===== config.mk =====
export PLATFORM = sky130hd
export DESIGN_NAME = weight_fifo_drain
export DESIGN_NICKNAME = d
export VERILOG_FILES = /design/src/rtl/weight_fifo_drain.sv
export SDC_FILE = /design/constraint.sdc
export NUM_CORES = 1
export LEC_CHECK = 0
export BUFFER_PORTS_ARGS = -buffer_cell sky130_fd_sc_hd__buf_2
export CORE_MARGIN = 4
export CORE_UTILIZATION = 47
export DETAILED_ROUTE_END_ITERATION = 8
export GPL_TIMING_DRIVEN = 0
export PLACE_DENSITY = 0.8
export SLEW_MARGIN = 20
export SYNTH_ARGS = -nofsm -noshare
export SYNTH_HDL_FRONTEND = slang
export SYNTH_SLANG_ARGS = --single-unit
export TNS_END_PERCENT = 30

===== constraint.sdc =====
create_clock -name clk -period 3.3 [get_ports clk]
set_clock_uncertainty 0.05 [all_clocks]
set_input_delay 0.66 -clock clk [delete_from_list [all_inputs] [get_ports clk]]
set_output_delay 0.66 -clock clk [all_outputs]
set_load 0.01 [all_outputs]

===== src/rtl/weight_fifo_drain.sv =====
// Weight FIFO read controller: pops one tile of weight rows, feeds them into the
// systolic array with a per-column diagonal skew, then pulses swap/done to commit.
module weight_fifo_drain #(
  parameter int DATA_WIDTH = 8,
  parameter int NUM_COLS   = 4,
  parameter int TILE_ROWS  = 4
) (
  input  logic                           clk,
  input  logic                           reset,
  input  logic                           start,
  input  logic                           fifo_empty,
  output logic                           fifo_rd_en,
  input  logic [NUM_COLS*DATA_WIDTH-1:0] fifo_rd_data,
  output logic [NUM_COLS*DATA_WIDTH-1:0] w_out,
  output logic [NUM_COLS-1:0]            w_valid,
  output logic                           swap,
  output logic                           busy,
  output logic                           done
);

  localparam int RCW = $clog2(TILE_ROWS + 1);
  localparam int DCW = $clog2(NUM_COLS + 2);
  localparam logic [RCW-1:0] LAST_ROW   = RCW'(TILE_ROWS - 1);
  localparam logic [DCW-1:0] DRAIN_LAST = DCW'(NUM_COLS);

  typedef enum logic [1:0] {
    S_IDLE,
    S_READ,
    S_DRAIN,
    S_SWAP
  } state_t;

  state_t         r_state;
  logic [RCW-1:0] r_row_cnt;
  logic [DCW-1:0] r_drain_cnt;
  logic           r_busy;
  logic           r_swap;
  logic           r_done;
  logic           r_cap_vld;
  logic           w_pop;

  // Reset gating keeps a READ-state pop from leaking out during the reset cycle.
  assign w_pop      = (r_state == S_READ) && !fifo_empty && !reset;
  assign fifo_rd_en = w_pop;

  // NOTE: sequential state uses non-blocking assignments so every flop samples
  // pre-edge values; blocking here would create order-dependent simulation.
  always_ff @(posedge clk) begin
    if (reset) begin
      r_state     <= S_IDLE;
      r_row_cnt   <= '0;
      r_drain_cnt <= '0;
      r_busy      <= 1'b0;
      r_swap      <= 1'b0;
      r_done      <= 1'b0;
    end else begin
      r_swap <= 1'b0;
      r_done <= 1'b0;
      case (r_state)
        S_IDLE: begin
          if (start) begin
            r_state   <= S_READ;
            r_busy    <= 1'b1;
            r_row_cnt <= '0;
          end
        end
        S_READ: begin
          if (w_pop) begin
            r_row_cnt <= r_row_cnt + 1'b1;
            if (r_row_cnt == LAST_ROW) begin
              r_state     <= S_DRAIN;
              r_drain_cnt <= '0;
            end
          end
        end
        S_DRAIN: begin
          // The last pop's final-column beat leaves NUM_COLS cycles after entry.
          if (r_drain_cnt == DRAIN_LAST) begin
            r_state <= S_SWAP;
            r_swap  <= 1'b1;
            r_done  <= 1'b1;
          end else begin
            r_drain_cnt <= r_drain_cnt + 1'b1;
          end
        end
        S_SWAP: begin
          r_state <= S_IDLE;
          r_busy  <= 1'b0;
        end
        default: r_state <= S_IDLE;
      endcase
    end
  end

  // Marks the cycle in which the FIFO presents the row popped one cycle earlier.
  always_ff @(posedge clk) begin
    if (reset) begin
      r_cap_vld <= 1'b0;
    end else begin
      r_cap_vld <= w_pop;
    end
  end

  for (genvar c = 0; c < NUM_COLS; c++) begin : g_col
    logic [c:0][DATA_WIDTH-1:0] r_stage;
    logic [c:0]                 r_vld;

    // NOTE: the skew stages are explicitly reset because an aborted tile must
    // not leave stale weights or valid bits visible to the array.
    always_ff @(posedge clk) begin
      if (reset) begin
        r_stage <= '0;
        r_vld   <= '0;
      end else begin
        r_vld[0] <= r_cap_vld;
        if (r_cap_vld) begin
          r_stage[0] <= fifo_rd_data[c*DATA_WIDTH +: DATA_WIDTH];
        end
        for (int k = 1; k <= c; k++) begin
          r_vld[k] <= r_vld[k-1];
          if (r_vld[k-1]) begin
            r_stage[k] <= r_stage[k-1];
          end
        end
      end
    end

    assign w_out[c*DATA_WIDTH +: DATA_WIDTH] = r_stage[c];
    assign w_valid[c]                        = r_vld[c];
  end

  assign busy = r_busy;
  assign swap = r_swap;
  assign done = r_done;

endmodule


==> results of run 1 <==
-- power breakdown --
group          switching, mW  internal (mW)  total (mW)  leakage [nW]
sequential            0.0277           1.19        1.22         0.767
combinational          0.207          0.169       0.376          1.04
clock                  0.401          0.299       0.699        0.0930
total                  0.635           1.66        2.30          1.90
-- per-layer routing --
| metal | share of wire [%] | vias to the layer above | track usage (%) |
|---|---|---|---|
| met5 | 0 | - | 0 |
| met4 | 1.2 | 0 | 4.79 |
| met3 | 5.7 | 9 | 4.67 |
| met2 | 46 | 66 | 24.5 |
| met1 | 47 | 1208 | 19.9 |
| li1 | - | 1375 | - |
-- cells in the mapped netlist --
cell type,count
o311ai_0,3
o21a_1,2
nor4bb_4,1
buf_6,1
inv_1,9
ha_1,8
nor3_1,2
o21ai_0,4
nand3_1,3
nor2b_1,6
a41o_1,1
buf_4,32
clkbuf_1,1
nand4_1,2
a221oi_2,1
nor2_1,84
o41ai_1,1
nand2b_1,2
a21oi_1,2
mux2i_1,81
o21ai_1,1
a21bo_2,1
buf_2,13
nand2_1,7
o22ai_1,1
o21bai_1,1
or2_0,1
dfxtp_1,95
o32ai_1,1
-- layout by cell type, fill, tap and decap left out, types with 4 or more instances in the layout --
cell type,Yosys,routed
mux2i_1,81,81
nor2b_1,6,6
nor2_1,84,84
inv_1,9,9
buf_2,13,88
ha_1,8,8
clkbuf_8,0,10
nand2_1,7,7
dfxtp_1,95,95
buf_4,32,32
o21ai_0,4,4
-- worst min-delay path: stages, from the launching register on --
cell,delay (ns)
dfxtp_1,0.33
mux2i_1,0.06
nor2_1,0.07
-- final timing paths --
| path | depth (start not counted) | end | slack (ns) | startpoint |
|---|---|---|---|---|
| worst min-delay path | 2 | g_col[0].r_stage[4] | 0.44 | g_col[0].r_stage[4] |
| worst max register to register | 6 | r_row_cnt[2] | 1.71 | r_state[1] |
| worst min register to register | 2 | g_col[0].r_stage[4] | 0.44 | g_col[0].r_stage[4] |
| worst max-delay path | 4 | fifo_rd_en | 1.12 | reset |
-- cell families (layout without fill, tap and decap cells) --
kind of cell / count (synthesis) / after routing / share of synthesized area, %
flip-flops: 95 / 95 / 50.4
AND/OR/NAND/NOR: 108 / 108 / 12.2
buffers and inverters: 56 / 147 / 9.39
multiplexers: 81 / 81 / 21.5
adder cells (fa/ha/maj): 8 / 8 / 2.66
AO/OA/AOI/OAI: 19 / 19 / 3.78
-- stage by stage --
stage | worst slack (ns) | area (um2)
finish | 1.12 | 4450
CTS | 1.10 | 4450
detailed placement | 1.10 | 4270
global placement | 1.12 | 4270
floorplan | 1.47 | 3770
global route | 0.980 | 4450
-- sequential cells by signal, summed over array words and instances (netlist names) --
| name | cells |
|---|---|
| g_col.r_stage | 56 |
| r_drain_cnt | 3 |
| r_cap_vld | 1 |
| busy | 1 |
| g_col.r_vld | 4 |
| r_state | 2 |
| w_out | 24 |
| r_row_cnt | 3 |
| done | 1 |
-- cell type report --
cell class	count	area share [%]
inverters	9	0.758
clock inverters	6	0.983
well taps	102	2.87
plain buffers	47	7.19
repair buffers	75	8.43
flip-flops and latches	95	42.7
multi-input cells	216	34.0
clock buffers	10	3.09
==> results.py, run 1 <==
metrics = {
    "run_status": {
        "status": "finished, final reports clean",
    },
    "worst_setup_path": {
        "end_kind": "output pin",
        "worstPathCellList": "buf_2 > clkbuf_1 > nor3_1 > buf_2",
        "worst_ep_required_time_ns": 2.59,
        "crit_buf_inv": 3,
        "cpMaxStageDelayCell": "clkbuf_1",
        "cp_max_fo": 10,
        "cpMostUsedCell": "buf_2",
        "criticalPathCategory": "in2out",
        "arrival_ns": 1.47,
        "slowest_delay_ns": 0.42,
        "crit_family": "buffers and inverters",
        "worstSetupStartpointType": "primary input",
    },
    "power_and_ir_drop": {
        "ir_drop_mv": 0.257,
        "p_total_mw": 2.30,
        "p_per_area_mw_per_mm2": 516,
        "leakagePower_nw": 1.90,
    },
    "grt": {
        "overflow": 0,
        "track_usage_pct": 15.3,
        "grt_start_max_net_pins": 17,
        "grt_pass1_vias": 2556,
        "antenna_found_initial": 0,
        "grt_pass1_wl_um": 12000,
    },
    "floorplan": {
        "die_area_mm2": 0.00952,
        "rows": 32,
        "start_util_pct": 48.5,
        "chipWidth_um": 97.6,
        "core_mm2": 0.00777,
        "die_h_um": 97.6,
        "ios": 76,
    },
    "timing": {
        "fin_crit_sh_pct": 66.1,
        "hold-worst-slack_ns": 0.441,
        "hold_viol": 0,
        "rsz0062_at_grt": "no",
        "period_minus_slack_ns": 2.18,
        "finalSetupViolCount": 0,
        "fin_tns_setup_ns": 0,
        "worst_pin_slew_ns": 0.503,
        "slew_viol_final": 0,
        "relSlewSlack_pct": 66.5,
        "timing.fmax_mhz": 459,
    },
    "clock_network": {
        "cts_tree": "done",
        "cts_hold_buf": 0,
        "worstSkewPairLatency_ns": 0.35,
        "cts_root_buf": "clkbuf_8",
        "clkSinkCount": 95,
        "htree_levels": 3,
        "post_cts_buffers": 0,
        "cts_max_path_buffers": 2,
        "clk_pin_slew_ns": 0.08,
        "cts_resized": 0,
        "cts_made_buffers": 9,
    },
    "place": {
        "hpwl_um": 5190,
        "dpl.cell_count": 544,
        "io_buffers": 75,
        "gp_congestion": 0.821,
    },
    "synthesis": {
        "syn-num-nets": 411,
        "synth_area_per_cell_um2": 10.3,
        "synth_area_leaders": "dfxtp_1, mux2i_1, nor2_1",
        "synth_largest_area_cell": "dfxtp_1",
        "synth_cells": 367,
        "yosysSeqAreaShare_pct": 50.4,
        "synth_area_mm2": 0.00377,
        "synth_seq_cells": 95,
        "yosys_warnings": 0,
        "synth.distinct_cells": 29,
        "synth_top_area_share_pct": 50.4,
    },
    "finish": {
        "layout.nets": 497,
        "fin_util_pct": 57.3,
        "regArea_mm2": 0.00190,
        "stdcell_count": 560,
        "n_antenna_cell": 0,
        "drive_gt1_share_pct": 30.6,
        "fill_cells": 697,
        "areaGrowthSynthToFinish_pct": 18.2,
        "multi_input_area_mm2": 0.00151,
    },
    "routing": {
        "drt_pass1_iterations": 4,
        "routed_via_density": 4.75,
        "drtIter0Drc": 36,
        "vias": 2658,
        "drt_wl_total_um": 7080,
        "drt.antenna.violating_nets": 0,
        "drc": 0,
        "wire_per_inst_um": 12.6,
    },
    "run": {
        "maxCapViolations": 0,
    },
    "worst_hold_path": {
        "min_path_type": "reg2reg",
    },
}
Note: power is estimated with default switching activity, not from simulation.
==> run 2, diff against run 1 <==
--- a/config.mk
+++ b/config.mk
@@ -10,7 +10,7 @@
 export CORE_UTILIZATION = 47
 export DETAILED_ROUTE_END_ITERATION = 8
 export GPL_TIMING_DRIVEN = 0
-export PLACE_DENSITY = 0.8
+export PLACE_DENSITY = 0.83
 export SLEW_MARGIN = 20
 export SYNTH_ARGS = -nofsm -noshare
 export SYNTH_HDL_FRONTEND = slang
==> constraint.sdc (replaced) <==
create_clock -name clk -period 1.8 [get_ports clk]
set_clock_uncertainty 0.05 [all_clocks]
set_input_delay 0.36 -clock clk [delete_from_list [all_inputs] [get_ports clk]]
set_output_delay 0.36 -clock clk [all_outputs]
set_load 0.01 [all_outputs]
==> run 2 against run 1 <==
Clock power increased by 110%. Clock-buffer cell count shrank 1. Combinational power is 100% higher. First-iteration DRC count rose by 69%. Utilization grew 0.84 points. Worst setup slack worse by 1.0 ns. Via count up 0.41%. Sequential power is 84% higher. Worst hold slack lost 0.27 ns. Total power rose by 94%.
==> results.py, run 2 (synthesis results as in run 1) <==
metrics = {
    "run_status": {
        "status": "finished, final reports clean",
    },
    "finish": {
        "top_register": "g_col.r_stage",
        "fill_cells": 692,
        "layout.nets": 499,
        "mostFrequentLayoutCells": "dfxtp_1, buf_2, nor2_1",
        "fin_util_pct": 58.2,
        "largest_register_ffs": 56,
        "layout_commonest_cell": "dfxtp_1",
        "areaGrowthSynthToFinish_pct": 19.9,
        "drive_gt1_share_pct": 32.2,
        "stdcell_count": 562,
        "n_antenna_cell": 0,
    },
    "clock_network": {
        "worstSkewPairLatency_ns": 0.36,
        "htree_levels": 3,
        "cts_max_path_buffers": 2,
        "cts_made_buffers": 9,
        "cts_tree": "done",
        "clkSinkCount": 95,
        "cts_root_buf": "clkbuf_8",
        "clk_pin_slew_ns": 0.10,
        "cts_hold_buf": 0,
    },
    "worst_setup_path": {
        "worstSetupStartpointType": "flip-flop",
        "r2r_slack_ns": 0.23,
        "end_kind": "output pin",
        "rr_startpoint": "r_state[1]",
        "arrival_ns": 1.28,
        "r2r_cells": 6,
        "setup.worst_path.start": "r_state[1]",
        "cp_max_fo": 3,
        "crit-reg2reg-capture": "r_row_cnt[2]",
        "worst_ep_required_time_ns": 1.39,
        "criticalPathCategory": "reg2out",
    },
    "floorplan": {
        "ios": 76,
        "rows": 32,
        "die_h_um": 97.6,
        "start_util_pct": 48.5,
        "core_mm2": 0.00777,
        "die_area_mm2": 0.00952,
        "chipWidth_um": 97.6,
    },
    "routing": {
        "drtIter0Drc": 61,
        "wire_per_inst_um": 12.8,
        "drc": 0,
        "vias": 2669,
        "drt.antenna.violating_nets": 0,
        "routed_via_density": 4.75,
        "drt_wl_total_um": 7200,
        "drt_pass1_iterations": 4,
    },
    "timing": {
        "hold_viol": 0,
        "fin_crit_sh_pct": 93.9,
        "period_minus_slack_ns": 1.69,
        "rsz0062_at_grt": "no",
        "relSlewSlack_pct": 63.1,
        "finalSetupViolCount": 0,
        "timing.fmax_mhz": 592,
        "slew_viol_final": 0,
        "final.setup.worst_slack_ns": 0.110,
        "fin_tns_setup_ns": 0,
        "worst_pin_slew_ns": 0.554,
    },
    "grt": {
        "track_usage_pct": 15.5,
        "grt_start_max_net_pins": 19,
        "antenna_found_initial": 0,
        "grt_pass1_wl_um": 12100,
        "grt_pass1_vias": 2655,
        "overflow": 0,
    },
    "place": {
        "io_buffers": 75,
        "gp_congestion": 0.767,
        "dpl.cell_count": 544,
        "hpwl_um": 5240,
        "pre_cts_slack_ns": 0.175,
    },
    "run": {
        "maxCapViolations": 0,
    },
    "worst_hold_path": {
        "min_path_type": "in2reg",
        "hp-start": "fifo_rd_data[29]",
        "holdPathEnd": "g_col[3].r_stage[5]",
        "holdPathStages": 3,
    },
    "power_and_ir_drop": {
        "ir_drop_mv": 0.539,
        "p_per_area_mw_per_mm2": 987,
        "leakagePower_nw": 1.92,
    },
}
run 2: metal layers:
layer | vias to the layer above | track usage [%] | wire (um)
li1 | 1366 | - | -
met4 | 0 | 5.11 | 92
met2 | 78 | 24.7 | 3290
met1 | 1216 | 19.8 | 3320
met5 | - | 0 | 0
met3 | 9 | 4.95 | 490
run 2: layout make-up:
type	count	area [um2]	share of cell area, %
repair buffers	78	398	8.80
plain buffers	46	309	6.84
flip-flops and latches	95	1900	42.1
well taps	102	128	2.82
clock buffers	9	124	2.74
multi-input cells	216	1530	33.9
clock inverters	7	88.8	1.97
inverters	9	36.3	0.803
run 2: worst max-delay path: stages, from the launching register on:
cell and delay (ns):
dfxtp_2 0.33, inv_2 0.07, ha_4 0.15, inv_4 0.04
nor3_2 0.17, buf_2 0.16
run 2: power by group:
part | total, mW | switching, mW | internal [mW]
clock | 1.46 | 0.787 | 0.671
sequential | 2.25 | 0.0519 | 2.20
combinational | 0.755 | 0.411 | 0.344
total | 4.46 | 1.25 | 3.21
run 2: repair_timing:
| action | in CTS | in global routing |
|---|---|---|
| pin swaps | 1 | 2 |
| setup buffers | 2 | 1 |
| gates resized for setup | 5 | 3 |
| setup endpoints to repair | 1 | 1 |
run 2: stage by stage:
| step | instance area [um2] | power [mW] | hold WS (ns) |
|---|---|---|---|
| after global placement | 4270 | 2.96 | 0.416 |
| after CTS | 4510 | 4.49 | 0.160 |
| after global routing | 4520 | 4.69 | 0.175 |
| after floorplan | 3770 | 2.80 | 0.387 |
| final | 4520 | 4.46 | 0.175 |
| after detailed placement | 4270 | 2.99 | 0.427 |
run 2: how the worst max path moves through the flow:
stage                     depth (start not counted)             end
after floorplan                                   6  r_drain_cnt[2]
after global placement                            4      fifo_rd_en
after detailed placement                          4      fifo_rd_en
after CTS                                         6      fifo_rd_en
after global routing                              5      fifo_rd_en
final                                             5      fifo_rd_en
==> run 3, diff against run 2 <==
--- a/config.mk
+++ b/config.mk
@@ -9,7 +9,6 @@
 export CORE_MARGIN = 4
 export CORE_UTILIZATION = 47
 export DETAILED_ROUTE_END_ITERATION = 8
-export GPL_TIMING_DRIVEN = 0
 export PLACE_DENSITY = 0.83
 export SLEW_MARGIN = 20
 export SYNTH_ARGS = -nofsm -noshare
==> run 3 against run 2 <==
Combinational power down 9.5%. Maximum frequency down 0.54%. Via count down 4.2%. Final cell count down 6.9%. Worst hold slack better by 0.017 ns. Final area down 6.3%. Total power down 6.1%. Critical path type unchanged. Highest routed layer unchanged.
==> results.py, run 3 (synthesis results as in run 1) <==
metrics = {
    "finish": {
        "drive_gt1_share_pct": 25.9,
        "largest_register_ffs": 56,
        "layout_commonest_cell": "dfxtp_1",
        "n_antenna_cell": 0,
        "areaGrowthSynthToFinish_pct": 12.4,
        "layout.nets": 460,
        "top_register": "g_col.r_stage",
        "mostFrequentLayoutCells": "dfxtp_1, nor2_1, mux2i_1",
    },
    "routing": {
        "vias": 2556,
        "route.top_layer_used": "met4",
        "route.met3.wl_um": 458,
        "routed_via_density": 4.89,
        "drt_wl_total_um": 6880,
        "wl_met1_um": 3100,
        "wire_per_inst_um": 13.1,
        "drc": 0,
        "drt.antenna.violating_nets": 0,
        "drt_pass1_iterations": 5,
        "met2_length_um": 3300,
        "drtIter0Drc": 63,
    },
    "timing": {
        "period_minus_slack_ns": 1.70,
        "fin_crit_sh_pct": 94.4,
        "hold_viol": 0,
        "hold-worst-slack_ns": 0.192,
        "slew_viol_final": 0,
        "timing.fmax_mhz": 588,
        "fin_tns_setup_ns": 0,
        "rsz0062_at_grt": "no",
        "relSlewSlack_pct": 70.3,
        "finalSetupViolCount": 0,
        "worst_pin_slew_ns": 0.446,
    },
    "worst_setup_path": {
        "setup.worst_path.start": "r_state[1]",
        "worstSetupStartpointType": "flip-flop",
        "rr_startpoint": "r_state[0]",
        "slowest_delay_ns": 0.35,
        "arrival_ns": 1.29,
        "path_depth": 5,
        "worst_ep_required_time_ns": 1.39,
        "critPathCapture": "fifo_rd_en",
        "crit_family": "flip-flops",
        "crit_buf_inv": 3,
        "r2r_slack_ns": 0.23,
        "cp_max_fo": 4,
        "criticalPathCategory": "reg2out",
        "worstPathCellList": "inv_2 > ha_4 > inv_1 > nor3_2 > buf_2",
        "cpMaxStageDelayCell": "dfxtp_2",
        "r2r_cells": 5,
        "end_kind": "output pin",
        "crit-reg2reg-capture": "r_row_cnt[0]",
    },
    "place": {
        "hpwl_um": 4820,
        "io_buffers": 75,
        "gp_congestion": 0.806,
    },
    "run_status": {
        "status": "finished, final reports clean",
    },
    "worst_hold_path": {
        "hp-start": "fifo_rd_data[30]",
        "min_path_type": "in2reg",
    },
    "run": {
        "maxCapViolations": 0,
    },
    "power_and_ir_drop": {
        "ir_drop_mv": 0.526,
        "p_per_area_mw_per_mm2": 988,
        "leakagePower_nw": 1.71,
    },
    "clock_network": {
        "clkSinkCount": 95,
        "cts_hold_buf": 0,
        "htree_levels": 3,
        "clk_pin_slew_ns": 0.09,
        "cts_made_buffers": 9,
        "cts_tree": "done",
        "cts_max_path_buffers": 2,
        "worstSkewPairLatency_ns": 0.35,
        "cts_root_buf": "clkbuf_8",
    },
    "floorplan": {
        "die_h_um": 97.6,
        "chipWidth_um": 97.6,
        "core_mm2": 0.00777,
        "rows": 32,
        "die_area_mm2": 0.00952,
        "ios": 76,
        "start_util_pct": 48.5,
    },
    "grt": {
        "overflow": 0,
        "grt_pass1_vias": 2436,
        "grt_start_max_net_pins": 47,
        "track_usage_pct": 14.3,
        "antenna_found_initial": 0,
        "grt_pass1_wl_um": 11300,
    },
}
==> run 3: cell count changes in the layout (fill, tap and decap cells not counted), moves of 2 or more <==
| cell | previous run | this run |
|---|---|---|
| dfxtp_2 | 2 | 4 |
| clkinv_4 | 1 | 3 |
| buf_2 | 88 | 75 |
| buf_4 | 35 | 9 |
| inv_6 | 3 | 1 |
| dfxtp_1 | 93 | 91 |
==> run 3: routing by layer <==
metal / GRT usage [%] / up-vias
met1: 17.9 / 1192
met2: 23.6 / 77
met4: 4.05 / 0
met3: 4.88 / 2
met5: 0 / -
li1: - / 1285
==> run 3: power by group <==
part / internal (mW) / switching [mW] / total (mW) / leakage (nW)
Sequential: 2.20 / 0.0700 / 2.27 / 0.768
Combinational: 0.305 / 0.378 / 0.683 / 0.854
Clock: 0.516 / 0.721 / 1.24 / 0.0841
==> run 3: worst min-delay path, stage by stage <==
cell     delay, ns
buf_2         0.07
mux2i_1       0.05
nor2_1        0.07
==> run 3: worst min-delay path by stage <==
stage | cells after the start | slack, ns | end
floorplan | 1 | 0.39 | r_cap_vld
global placement | 1 | 0.41 | r_row_cnt[0]
detailed placement | 2 | 0.43 | busy
CTS | 3 | 0.17 | g_col[3].r_stage[6]
global route | 3 | 0.18 | g_col[3].r_stage[6]
finish | 3 | 0.19 | g_col[3].r_stage[6]
==> run 3: final cells by class <==
class	count	area (um2)
timing repair buffer	85	463
sequential	95	1910
inverter	9	33.8
tap	102	128
clock inverter	5	42.5
clock buffer	11	131
fill	697	3530
multi-input combinational	216	1530
==> run 3: timing repair <==
action                     CTS  global route
setup endpoints to repair    1             1
gates resized for setup      2             4
buffers inserted             1             0
==> run 3: through the flow <==
stage	instances	utilization [%]	worst slack (ns)	total power, mW	area [um2]
finish	523	54.5	0.101	4.19	4240
global route	523	54.5	0.00380	4.40	4240
detailed placement	506	51.9	0.188	2.96	4040
global placement	506	51.9	0.234	2.91	4040
floorplan	367	-	0.362	2.80	3770
CTS	523	54.4	0.00301	4.22	4230
